--- src/rtl/arbitro_memoria.sv ---
`default_nettype none
// ============================================================================
// Module   : arbitro_memoria
// Purpose  : Shares the single-port memoria between the instruction-fetch
//            port and the data load/store port. One transaction at a time,
//            each strobe held LAT_MEM cycles, one-cycle ack to the winner.
// Option   : ROUND_ROBIN_EN - alternate grants on contention instead of the
//            default fixed data-port priority.
// Revision : 1.0 - initial release
// ============================================================================
module arbitro_memoria #(
  parameter int LARGURA_END  = 32,
  parameter int LARGURA_DADO = 32,
  parameter int LAT_MEM      = 2
) (
  input  logic                    clock,
  input  logic                    reset_n,
  input  logic                    inst_req,
  input  logic [LARGURA_END-1:0]  inst_end,
  output logic                    inst_ack,
  output logic [LARGURA_DADO-1:0] inst_dado,
  input  logic                    dado_req,
  input  logic                    dado_we,
  input  logic [LARGURA_END-1:0]  dado_end,
  input  logic [LARGURA_DADO-1:0] dado_wdata,
  output logic                    dado_ack,
  output logic [LARGURA_DADO-1:0] dado_rdata,
  output logic [LARGURA_END-1:0]  endereco,
  output logic [LARGURA_DADO-1:0] dado_escrita,
  output logic                    uc_escrita_mem,
  output logic                    uc_leitura_mem,
  input  logic [LARGURA_DADO-1:0] instrucao,
  output logic                    ocupado
);

  localparam int LARG_CNT = (LAT_MEM > 1) ? $clog2(LAT_MEM) : 1;
  localparam logic [LARG_CNT-1:0] CNT_INICIAL = LARG_CNT'(LAT_MEM - 1);
  localparam logic [LARG_CNT-1:0] CNT_UM      = LARG_CNT'(1);
  localparam logic GNT_INST = 1'b0;
  localparam logic GNT_DADO = 1'b1;

  typedef enum logic [1:0] {
    OCIOSO   = 2'd0,
    ACESSO   = 2'd1,
    RESPOSTA = 2'd2
  } estado_t;

  estado_t                 estado_q, estado_d;
  logic [LARG_CNT-1:0]     cnt_q, cnt_d;
  logic [LARGURA_END-1:0]  end_q, end_d;
  logic [LARGURA_DADO-1:0] wdata_q, wdata_d;
  logic                    we_q, we_d;
  logic                    grant_q, grant_d;
  logic                    esc_q, esc_d;
  logic                    leit_q, leit_d;
  logic                    inst_ack_q, inst_ack_d;
  logic                    dado_ack_q, dado_ack_d;
  logic [LARGURA_DADO-1:0] inst_dado_q, inst_dado_d;
  logic [LARGURA_DADO-1:0] dado_rdata_q, dado_rdata_d;
  logic                    ocupado_q, ocupado_d;
`ifdef ROUND_ROBIN_EN
  logic                    ultimo_q, ultimo_d;
`endif

  logic w_grant;
  logic w_we;

  // Pick which port would win if a grant happened this cycle
  always_comb begin
    w_grant = GNT_INST;
`ifdef ROUND_ROBIN_EN
    if (inst_req && dado_req) begin
      w_grant = ~ultimo_q;
    end else if (dado_req) begin
      w_grant = GNT_DADO;
    end
`else
    if (dado_req) begin
      w_grant = GNT_DADO;
    end
`endif
    // A fetch is always a read
    w_we = (w_grant == GNT_DADO) ? dado_we : 1'b0;
  end

  // Next-state and next-output computation for the transaction sequencer
  always_comb begin
    estado_d     = estado_q;
    cnt_d        = cnt_q;
    end_d        = end_q;
    wdata_d      = wdata_q;
    we_d         = we_q;
    grant_d      = grant_q;
    esc_d        = esc_q;
    leit_d       = leit_q;
    inst_ack_d   = 1'b0;
    dado_ack_d   = 1'b0;
    inst_dado_d  = inst_dado_q;
    dado_rdata_d = dado_rdata_q;
    ocupado_d    = ocupado_q;
`ifdef ROUND_ROBIN_EN
    ultimo_d     = ultimo_q;
`endif
    case (estado_q)
      OCIOSO: begin
        if (inst_req || dado_req) begin
          grant_d   = w_grant;
          we_d      = w_we;
          end_d     = (w_grant == GNT_DADO) ? dado_end : inst_end;
          wdata_d   = (w_grant == GNT_DADO) ? dado_wdata : '0;
          esc_d     = w_we;
          leit_d    = ~w_we;
          cnt_d     = CNT_INICIAL;
          ocupado_d = 1'b1;
          estado_d  = ACESSO;
`ifdef ROUND_ROBIN_EN
          ultimo_d  = w_grant;
`endif
        end
      end
      ACESSO: begin
        if (cnt_q == '0) begin
          // Memory has had LAT_MEM cycles: sample the word and release strobes
          if (!we_q) begin
            if (grant_q == GNT_DADO) begin
              dado_rdata_d = instrucao;
            end else begin
              inst_dado_d = instrucao;
            end
          end
          esc_d      = 1'b0;
          leit_d     = 1'b0;
          inst_ack_d = (grant_q == GNT_INST);
          dado_ack_d = (grant_q == GNT_DADO);
          estado_d   = RESPOSTA;
        end else begin
          cnt_d = cnt_q - CNT_UM;
        end
      end
      RESPOSTA: begin
        ocupado_d = 1'b0;
        estado_d  = OCIOSO;
      end
      default: begin
        estado_d = OCIOSO;
      end
    endcase
  end

  // State and registered outputs; reset aborts any transaction in flight
  always_ff @(posedge clock) begin
    if (!reset_n) begin
      estado_q     <= OCIOSO;
      cnt_q        <= '0;
      end_q        <= '0;
      wdata_q      <= '0;
      we_q         <= 1'b0;
      grant_q      <= GNT_INST;
      esc_q        <= 1'b0;
      leit_q       <= 1'b0;
      inst_ack_q   <= 1'b0;
      dado_ack_q   <= 1'b0;
      inst_dado_q  <= '0;
      dado_rdata_q <= '0;
      ocupado_q    <= 1'b0;
`ifdef ROUND_ROBIN_EN
      ultimo_q     <= GNT_DADO;
`endif
    end else begin
      estado_q     <= estado_d;
      cnt_q        <= cnt_d;
      end_q        <= end_d;
      wdata_q      <= wdata_d;
      we_q         <= we_d;
      grant_q      <= grant_d;
      esc_q        <= esc_d;
      leit_q       <= leit_d;
      inst_ack_q   <= inst_ack_d;
      dado_ack_q   <= dado_ack_d;
      inst_dado_q  <= inst_dado_d;
      dado_rdata_q <= dado_rdata_d;
      ocupado_q    <= ocupado_d;
`ifdef ROUND_ROBIN_EN
      ultimo_q     <= ultimo_d;
`endif
    end
  end

  assign endereco       = end_q;
  assign dado_escrita   = wdata_q;
  assign uc_escrita_mem = esc_q;
  assign uc_leitura_mem = leit_q;
  assign inst_ack       = inst_ack_q;
  assign dado_ack       = dado_ack_q;
  assign inst_dado      = inst_dado_q;
  assign dado_rdata     = dado_rdata_q;
  assign ocupado        = ocupado_q;

endmodule
`default_nettype wire

--- config.mk ---
export PLATFORM = sky130hd
export DESIGN_NAME = arbitro_memoria
export DESIGN_NICKNAME = d
export VERILOG_FILES = /design/src/rtl/arbitro_memoria.sv
export SDC_FILE = /design/constraint.sdc
export NUM_CORES = 1
export LEC_CHECK = 0
export BUFFER_PORTS_ARGS = -buffer_cell sky130_fd_sc_hd__buf_2
export CAP_MARGIN = 15
export CORE_MARGIN = 1
export CORE_UTILIZATION = 47
export CTS_BUF_LIST = sky130_fd_sc_hd__clkbuf_4
export CTS_CLUSTER_SIZE = 30
export DETAILED_ROUTE_END_ITERATION = 8
export PLACE_DENSITY = 0.85
export SLEW_MARGIN = 10
export SYNTH_ARGS = -nofsm -noshare
export SYNTH_HDL_FRONTEND = slang
export SYNTH_SLANG_ARGS = --single-unit
--- constraint.sdc ---
create_clock -name clock -period 1.9 [get_ports clock]
set_clock_uncertainty 0.15 [all_clocks]
set_input_delay 0.19 -clock clock [delete_from_list [all_inputs] [get_ports clock]]
set_output_delay 0.19 -clock clock [all_outputs]
set_load 0.02 [all_outputs]
==> impl_metrics.ini, run 1 <==
[timing]
slew_violations = 0
finalCriticalPeriod_ps = 1905
worstMarginPinSlew_ps = 671.5
finalHoldViolCount = 0
finalSetupViolations = 1
fin_crit_sh = 1.003
slew_headroom = 0.5523
fmax_ghz = 0.5250
worst_slack_ps = -4.817

[logic_synthesis]
avgSynthCellArea_um2 = 9.393
synthCells = 574
ys_seq_area_frac = 0.5124
yosys.area.top_type = dfxtp_1
yosys_warnings = 0
yosysTopAreaCellShare = 0.5124
synth-edff-count = 0
async_reset_ff_frac = 0
synthesis.area_mm2 = 0.005391
post-synth-top-count-cell = dfxtp_1
synth_seq_cells = 138
syn_nets = 707
synth_cell_type_count = 27
ys.flop_type = dfxtp_1
synthTopCellsByArea = dfxtp_1 (51%), mux2i_1 (18%), nand2_1 (9.1%)
synth_common_cells = dfxtp_1 (138), nand2_1 (131), mux2i_1 (96)

[critical_path]
crit_family = buffers and inverters
rrSetupSlack_ps = 40
cp_slowest_stage_delay_ps = 580
endpoint = endereco[19]
worstSetupPathType = input port to flip-flop
ff2ff_path_depth = 4
crit_start = dado_req
r2r-start = cnt_q
cp.arrival_ps = 2180
crit_fanout = 15
path_cells = dlygate4sd3_1 -> buf_6 -> buf_12 -> mux2i_1 -> dlygate4sd3_1 -> a211oi_1
r2r_end = dado_rdata[10]
slowest_stage = dlygate4sd3_1
path_buf_inv = 4
crit_required_ps = 2170
worst-path-stages = 6
crit_top_cell = dlygate4sd3_1
startpoint_type = input port
end_kind = flip-flop

[routing]
drt-pass1-iter-count = 6
drt_wl_total_um = 19830
num_vias = 6048
ant_nets = 0
post-route-drc-count = 0
drtIter0Drc = 591
vias_per_cell = 5.424
wl_per_cell_um = 17.78

[global_routing]
grt_pass1_vias = 6125
grt_overflow = 0
grt_pass1_wl_um = 29460
grt_max_degree = 53
gr-usage-all-layers = 0.3273
antenna_found_initial = 2

[die]
ioPinCount = 266
initial_utilization = 0.4888
die_w_um = 109.1
die_area_mm2 = 0.01190
row_count = 38
core_area_mm2 = 0.01103
die_y_um = 109.1

[final_layout]
fin_area_mm2 = 0.008532
instances_no_fill = 1115
regArea_mm2 = 0.002763
finish.net_count = 1094
multi_input_area_mm2 = 0.002407
syn2layout_area_growth_pct = 58.25
nFillCells = 667
drive_gt1_frac = 0.3279
utilization = 0.7735

[clock_tree]
cts-root-buf = clkbuf_4
cts_tree = done
clkLatencyLatePin_ps = 550
htreeDepth = 4
clk_pin_slew_ps = 110
cts.sinks = 138
cts_buffers = 17
cts_buffer_depth = 2

[placed_design]
dp.cells = 946
io_buffers = 265
globalplace.congestion = 0.7445
placed_cell_area_mm2 = 0.006887
hpwlAfterDp_um = 9719

[power]
ir_worst_vdd_uv = 668.4
power.total_w = 0.006699
power.density_mw_per_mm2 = 785.2
power_leakage_nw = 4.351

[worst_hold_path]
hp-class = input port to flip-flop

[run]
maxCapViolations = 0

[run_status]
violations = setup timing
status = complete, but fails checks
[final cells by class]
| cell class | count | area share |
|---|---|---|
| clock inverters | 11 | 0.01232 |
| inverters | 4 | 0.001760 |
| repair buffers | 418 | 0.3413 |
| multi-input cells | 382 | 0.2822 |
| well taps | 140 | 0.02053 |
| clock buffers | 20 | 0.01760 |
| flip-flops and latches | 138 | 0.3238 |
| diodes | 2 | 0.0005866 |
[through the flow]
stage,TNS [ps],worst slack (ps),hold slack (ps)
CTS,0,21.63,224.1
global route,-5.302,-5.302,173.7
finish,-4.817,-4.817,190.2
floorplan,0,278.0,176.0
global placement,0,144.7,281.1
detailed placement,0,127.6,286.8
[metal layers]
| layer | GRT usage | up-vias | routed length (um) |
|---|---|---|---|
| li1 | - | 2758 | - |
| met1 | 0.3309 | 2758 | 7011 |
| met2 | 0.5813 | 426 | 9850 |
| met3 | 0.1010 | 106 | 1870 |
| met4 | 0.2085 | 0 | 1094 |
| met5 | 0 | - | 0 |
[registers in the layout (all words and copies together) (netlist names), 2 cells and up]
name,count
dado_escrita,32
dado_rdata,32
endereco,32
inst_dado,32
estado_q,2
[repair_timing]
item,in CTS,in global routing
hold buffers,133,0
endpoints found under the hold margin,133,0
gates resized for setup,0,5
buffers inserted,0,2
endpoints found under the setup margin,0,18
[cell usage in the layout, fill, tap and decap left out]
cell,instances
dlymetal6s4s_1,1
nor2b_1,1
clkinv_2,3
nor2_4,1
and3_1,2
clkbuf_4,20
and2_1,1
o22ai_1,1
nor3b_1,1
nand2_1,131
nor3b_2,1
a21oi_1,51
clkinv_1,5
bufinv_16,2
inv_1,3
diode_2,2
nor2_2,2
buf_12,6
dfxtp_1,138
or2_1,1
buf_4,14
a211oi_1,14
buf_6,1
buf_2,263
o21ai_0,36
mux2i_1,96
nand3_1,20
nand2b_1,1
clkinvlp_4,2
or2_2,1
or4b_2,1
o32ai_1,1
o211a_1,18
nor4_4,1
clkbuf_16,1
dlygate4sd3_1,132
[worst reg2reg max path, cell delays in order, from the launching register on]
cell and delay [ps]:
dfxtp_1 340, nand2b_1 150, or4b_2 650, buf_12 220, mux2i_1 250
[power by group]
group / switching (W) / total, W / internal, W
clock network: 0.00104 / 0.00183 / 0.000791
logic: 0.000916 / 0.00164 / 0.000728
registers: 0.000121 / 0.00322 / 0.00310
total: 0.00208 / 0.00670 / 0.00462
[worst min-delay path by stage]
stage | start | to | slack, ps | cells past startpoint
floorplan | dado_wdata[0] | dado_escrita[0] | 180 | 2
global placement | dado_wdata[19] | dado_escrita[19] | 280 | 3
CTS | dado_wdata[6] | dado_escrita[6] | 220 | 4
detailed placement | dado_wdata[18] | dado_escrita[18] | 290 | 3
global route | dado_end[4] | endereco[4] | 170 | 5
finish | dado_end[4] | endereco[4] | 190 | 5
[logic make-up (layout without fill, tap and decap cells)]
group | Yosys count | in the layout | synth area share
AND/OR/NAND/NOR | 165 | 165 | 0.1269
flip-flops | 138 | 138 | 0.5124
AO/OA/AOI/OAI | 121 | 121 | 0.1365
multiplexers | 96 | 96 | 0.1782
buffers and inverters | 54 | 453 | 0.04595
other | 0 | 2 | 0
Power figures use the tool's default switching activity.
==> run 2: changes to the inputs <==
MAX_ROUTING_LAYER = met4   (was unset)
==> run 2 against run 1 <==
The flow now finishes without violations. Total power barely moved. Design area stayed put. Maximum frequency increased by 0.51%. Global-route usage grew 0.88 points. Non-clock buffer count unchanged. Highest routed layer unchanged. Clock power is essentially flat.
==> impl_metrics.ini, run 2 (synthesis results as in run 1) <==
[power]
power.share.clock = 0.274
swShare = 0.3105
ir_worst_vdd_uv = 670.8
switching_power_w = 0.002081
combPwrFrac = 0.245
intPower_w = 0.004622
power.density_mw_per_mm2 = 785.7
power_leakage_nw = 4.351
seqPwrFrac = 0.481

[placed_design]
io_buffers = 265
post-place-ws_ps = 127.6
globalplace.congestion = 0.7539
hpwlAfterDp_um = 9719

[timing]
whs_ps = 200.5
slew_headroom = 0.5619
finalSetupViolations = 0
finalHoldViolCount = 0
worstMarginPinSlew_ps = 657.2
finalCriticalPeriod_ps = 1895
worst_slack_ps = 4.834
fmax_ghz = 0.5277
slew_violations = 0
tns_ps = 0
fin_crit_sh = 0.9975

[worst_hold_path]
hold_depth = 5
holdPathEnd = endereco[4]
hp-start = dado_end[4]
hp-class = input port to flip-flop

[routing]
post-route-drc-count = 0
vias_per_cell = 5.509
wl_per_cell_um = 17.84
drt-pass1-iter-count = 7
drt_wl_total_um = 19900
drtIter0Drc = 562
ant_nets = 0
num_vias = 6143

[critical_path]
worstSetupPathType = input port to flip-flop
rrSetupSlack_ps = 40
slowest_stage = dlygate4sd3_1
worst-path-stages = 6
startpoint_type = input port
crit_fanout = 15
r2r_end = dado_rdata[10]
crit_start = dado_req
crit_top_cell = dlygate4sd3_1
crit_required_ps = 2180
cp.arrival_ps = 2170
path_cells = dlygate4sd3_1 -> buf_6 -> buf_12 -> mux2i_1 -> dlygate4sd3_1 -> a211oi_1
end_kind = flip-flop
path_buf_inv = 4
crit_family = buffers and inverters
cp_slowest_stage_delay_ps = 580
r2r-start = cnt_q
ff2ff_path_depth = 4

[global_routing]
grt_pass1_wl_um = 29410
grt_max_degree = 53
grt_overflow = 0
antenna_found_initial = 2
gr-usage-all-layers = 0.3361
grt_pass1_vias = 6132

[clock_tree]
cts_buffers = 17
cts_buffer_depth = 2
clkLatencyLatePin_ps = 540
htreeDepth = 4
clk_pin_slew_ps = 110
cts-root-buf = clkbuf_4
cts_tree = done
cts.sinks = 138

[final_layout]
syn2layout_area_growth_pct = 58.25
finish.net_count = 1094
final_cell_mix = buf_2 (263), dfxtp_1 (138), dlygate4sd3_1 (132)
drive_gt1_frac = 0.3279
final_common_cell = buf_2

[die]
row_count = 38
die_area_mm2 = 0.01190
ioPinCount = 266
core_area_mm2 = 0.01103
die_y_um = 109.1
initial_utilization = 0.4888
die_w_um = 109.1

[run_status]
status = completed

[run]
maxCapViolations = 0
run 2: power by group through the flow:
stage          clock, W  sequential [W]  combinational, W
6_report        0.00183         0.00322           0.00164
5_1_grt         0.00199         0.00324           0.00174
4_1_cts         0.00184         0.00320           0.00154
3_5_place_dp          0         0.00327           0.00132
3_3_place_gp          0         0.00326           0.00130
2_1_floorplan         0         0.00351          0.000549
run 2: how the worst max path moves through the flow:
stage | endpoint | slack (ps)
floorplan | dado_rdata[10] | 280
global placement | dado_rdata[6] | 140
detailed placement | dado_rdata[14] | 130
CTS | uc_leitura_mem | 20
global route | endereco[7] | -7
finish | endereco[19] | 5
run 2: stage by stage:
stage | std cells | power [W] | util | instance area [um^2]
2_1_floorplan | 574 | 0.004062 | - | 5391
3_3_place_gp | 946 | 0.004556 | 0.6243 | 6887
3_5_place_dp | 946 | 0.004583 | 0.6243 | 6887
4_1_cts | 1110 | 0.006586 | 0.7681 | 8473
5_1_grt | 1115 | 0.006972 | 0.7735 | 8532
6_report | 1115 | 0.006703 | 0.7735 | 8532
run 2: final cells by class:
type                            count  area, um^2
Fill cell                         667        2499
Tap cell                          140       175.2
Sequential cell                   138        2763
Antenna cell                        2       5.005
Clock inverter                     11       105.1
Clock buffer                       20       150.1
Inverter                            4       15.01
Timing Repair Buffer              418        2912
Multi-Input combinational cell    382        2407
run 2: metal layers:
layer,global-route usage,part of all wire,vias up
met1,0.3309,0.35,2828
met2,0.5804,0.49,434
li1,-,-,2759
met4,0.2153,0.060,0
met3,0.09444,0.093,122
met5,-,0,-
run 2: worst reg2reg max path, delay by kind of cell, from the launching register on:
kind	cells	cell delay, ps
multiplexers	1	240
AND/OR/NAND/NOR	2	800
buffers and inverters	1	220
flip-flops	1	350
run 2: what timing repair did:
action	CTS	global route
setup endpoints to repair	0	20
hold buffers	133	0
endpoints found under the hold margin	133	0
resized for setup	0	5
buffers inserted	0	2
==> run 3: changes to the inputs <==
==> constraint.sdc (replaced) <==
create_clock -name clock -period 1.9 [get_ports clock]
set_clock_uncertainty 0.15 [all_clocks]
set_input_delay 0.095 -clock clock [delete_from_list [all_inputs] [get_ports clock]]
set_output_delay 0.095 -clock clock [all_outputs]
set_load 0.02 [all_outputs]
==> run 3 against run 2 <==
Clock power is essentially flat. Register-to-register slack gained 120 ps. Global-route usage grew 0.088 points. Setup slack gained 18 ps. Maximum frequency grew 0.97%. Core utilization is essentially flat.
==> impl_metrics.ini, run 3 (synthesis results as in run 1) <==
[run_status]
status = completed

[die]
core_area_mm2 = 0.01103
die_w_um = 109.1
ioPinCount = 266
initial_utilization = 0.4888
row_count = 38
die_area_mm2 = 0.01190
die_y_um = 109.1

[final_layout]
syn2layout_area_growth_pct = 58.16
final_cell_mix = buf_2 (263), dfxtp_1 (138), dlygate4sd3_1 (133)
drive_gt1_frac = 0.3289
antenna_cells = 0
final_common_cell = buf_2
nFillCells = 698
utilization = 0.7730
fin_area_mm2 = 0.008527
finish.net_count = 1091

[placed_design]
globalplace.congestion = 0.7829
placed_cell_area_mm2 = 0.006872
hpwlAfterDp_um = 9624
io_buffers = 265

[power]
swShare = 0.3117
intPower_w = 0.004623
ir_worst_vdd_uv = 609.9
power.total_w = 0.006716
seqPwrFrac = 0.480
power.density_mw_per_mm2 = 787.7
combPwrFrac = 0.245
switching_power_w = 0.002093
power.share.clock = 0.275
power_leakage_nw = 4.342

[global_routing]
grt_pass1_vias = 5972
antenna_found_initial = 0
grt_max_degree = 63
grt_pass1_wl_um = 29300
gr-usage-all-layers = 0.3370
grt_overflow = 0

[routing]
num_vias = 6096
post-route-drc-count = 0
drt_wl_total_um = 20010
wl_per_cell_um = 18.02
drtIter0Drc = 520
drt-pass1-iter-count = 8
ant_nets = 0
vias_per_cell = 5.492

[timing]
rsz0062_at_grt = false
fin_crit_sh = 0.9879
finalCriticalPeriod_ps = 1877
whs_ps = 190.6
fmax_ghz = 0.5328
finalHoldViolCount = 0
tns_ps = 0
finalSetupViolations = 0
worstMarginPinSlew_ps = 655.4
slew_headroom = 0.5631
slew_violations = 0

[clock_tree]
clkLatencyLatePin_ps = 530
cts_tree = done
cts_buffers = 17
clk_pin_slew_ps = 110
cts-root-buf = clkbuf_4
cts.sinks = 138
htreeDepth = 4
cts_buffer_depth = 2

[critical_path]
crit_fanout = 15
rrSetupSlack_ps = 160
startpoint_type = input port
cp.arrival_ps = 2170
crit_start = dado_req
crit_required_ps = 2200
r2r-start = cnt_q
worstSetupPathType = input port to flip-flop
end_kind = flip-flop

[run]
maxCapViolations = 0

[worst_hold_path]
hp-class = input port to flip-flop
hp-start = dado_wdata[30]
-- run 3: cell types whose count changed in the layout (fill, tap and decap cells not counted), moves of 2 or more --
| cell | previous run | this run |
|---|---|---|
| buf_4 | 14 | 11 |
| clkinv_1 | 5 | 3 |
| diode_2 | 2 | 0 |
| clkinv_2 | 3 | 6 |
-- run 3: cell type report --
cell class	instances	area, um^2	share of cell area
multi-input cells	382	2419	0.2836
repair buffers	415	2900	0.3401
inverters	4	15.01	0.001761
clock inverters	11	105.1	0.01233
well taps	140	175.2	0.02054
clock buffers	20	150.1	0.01761
flip-flops and latches	138	2763	0.3240
-- run 3: worst max-delay path: stages --
cell and delay (ps):
dlygate4sd3_1 540, buf_4 200, buf_12 190, mux2i_1 230, dlygate4sd3_1 610, nand3_1 120, o211a_1 180
-- run 3: repair_timing --
| action | 4_1_cts | 5_1_grt |
|---|---|---|
| endpoints found under the hold margin | 137 | 0 |
| endpoints found under the setup margin | 0 | 16 |
| resized for setup | 0 | 5 |
| setup buffers | 0 | 0 |
| hold buffers | 133 | 0 |
-- run 3: power by group through the flow --
| stage | clock network (W) | logic [W] | registers, W |
|---|---|---|---|
| global placement | 0 | 0.00129 | 0.00326 |
| global route | 0.00200 | 0.00173 | 0.00325 |
| finish | 0.00185 | 0.00164 | 0.00323 |
| detailed placement | 0 | 0.00130 | 0.00327 |
| floorplan | 0 | 0.000549 | 0.00351 |
| CTS | 0.00183 | 0.00154 | 0.00320 |
-- run 3: path summary, 6_finish.rpt --
kind,endpoint,cells past startpoint
setup / recovery,endereco[7],7
hold / removal,dado_escrita[30],4
setup reg to reg,dado_rdata[4],4
hold reg to reg,dado_rdata[29],2
-- run 3: metrics by stage --
| step | setup slack, ps | cells |
|---|---|---|
| CTS | 64.34 | 1108 |
| global placement | 102.5 | 944 |
| detailed placement | 69.86 | 944 |
| global route | 13.63 | 1110 |
| finish | 22.95 | 1110 |
| floorplan | 278.0 | 574 |
-- run 3: metal layers --
layer | vias to the layer above | GRT usage | wire [um]
met5 | - | - | 0
met2 | 434 | 0.5580 | 9926
met3 | 123 | 0.1100 | 1811
met1 | 2788 | 0.3292 | 6976
li1 | 2751 | - | -
met4 | 0 | 0.2490 | 1290
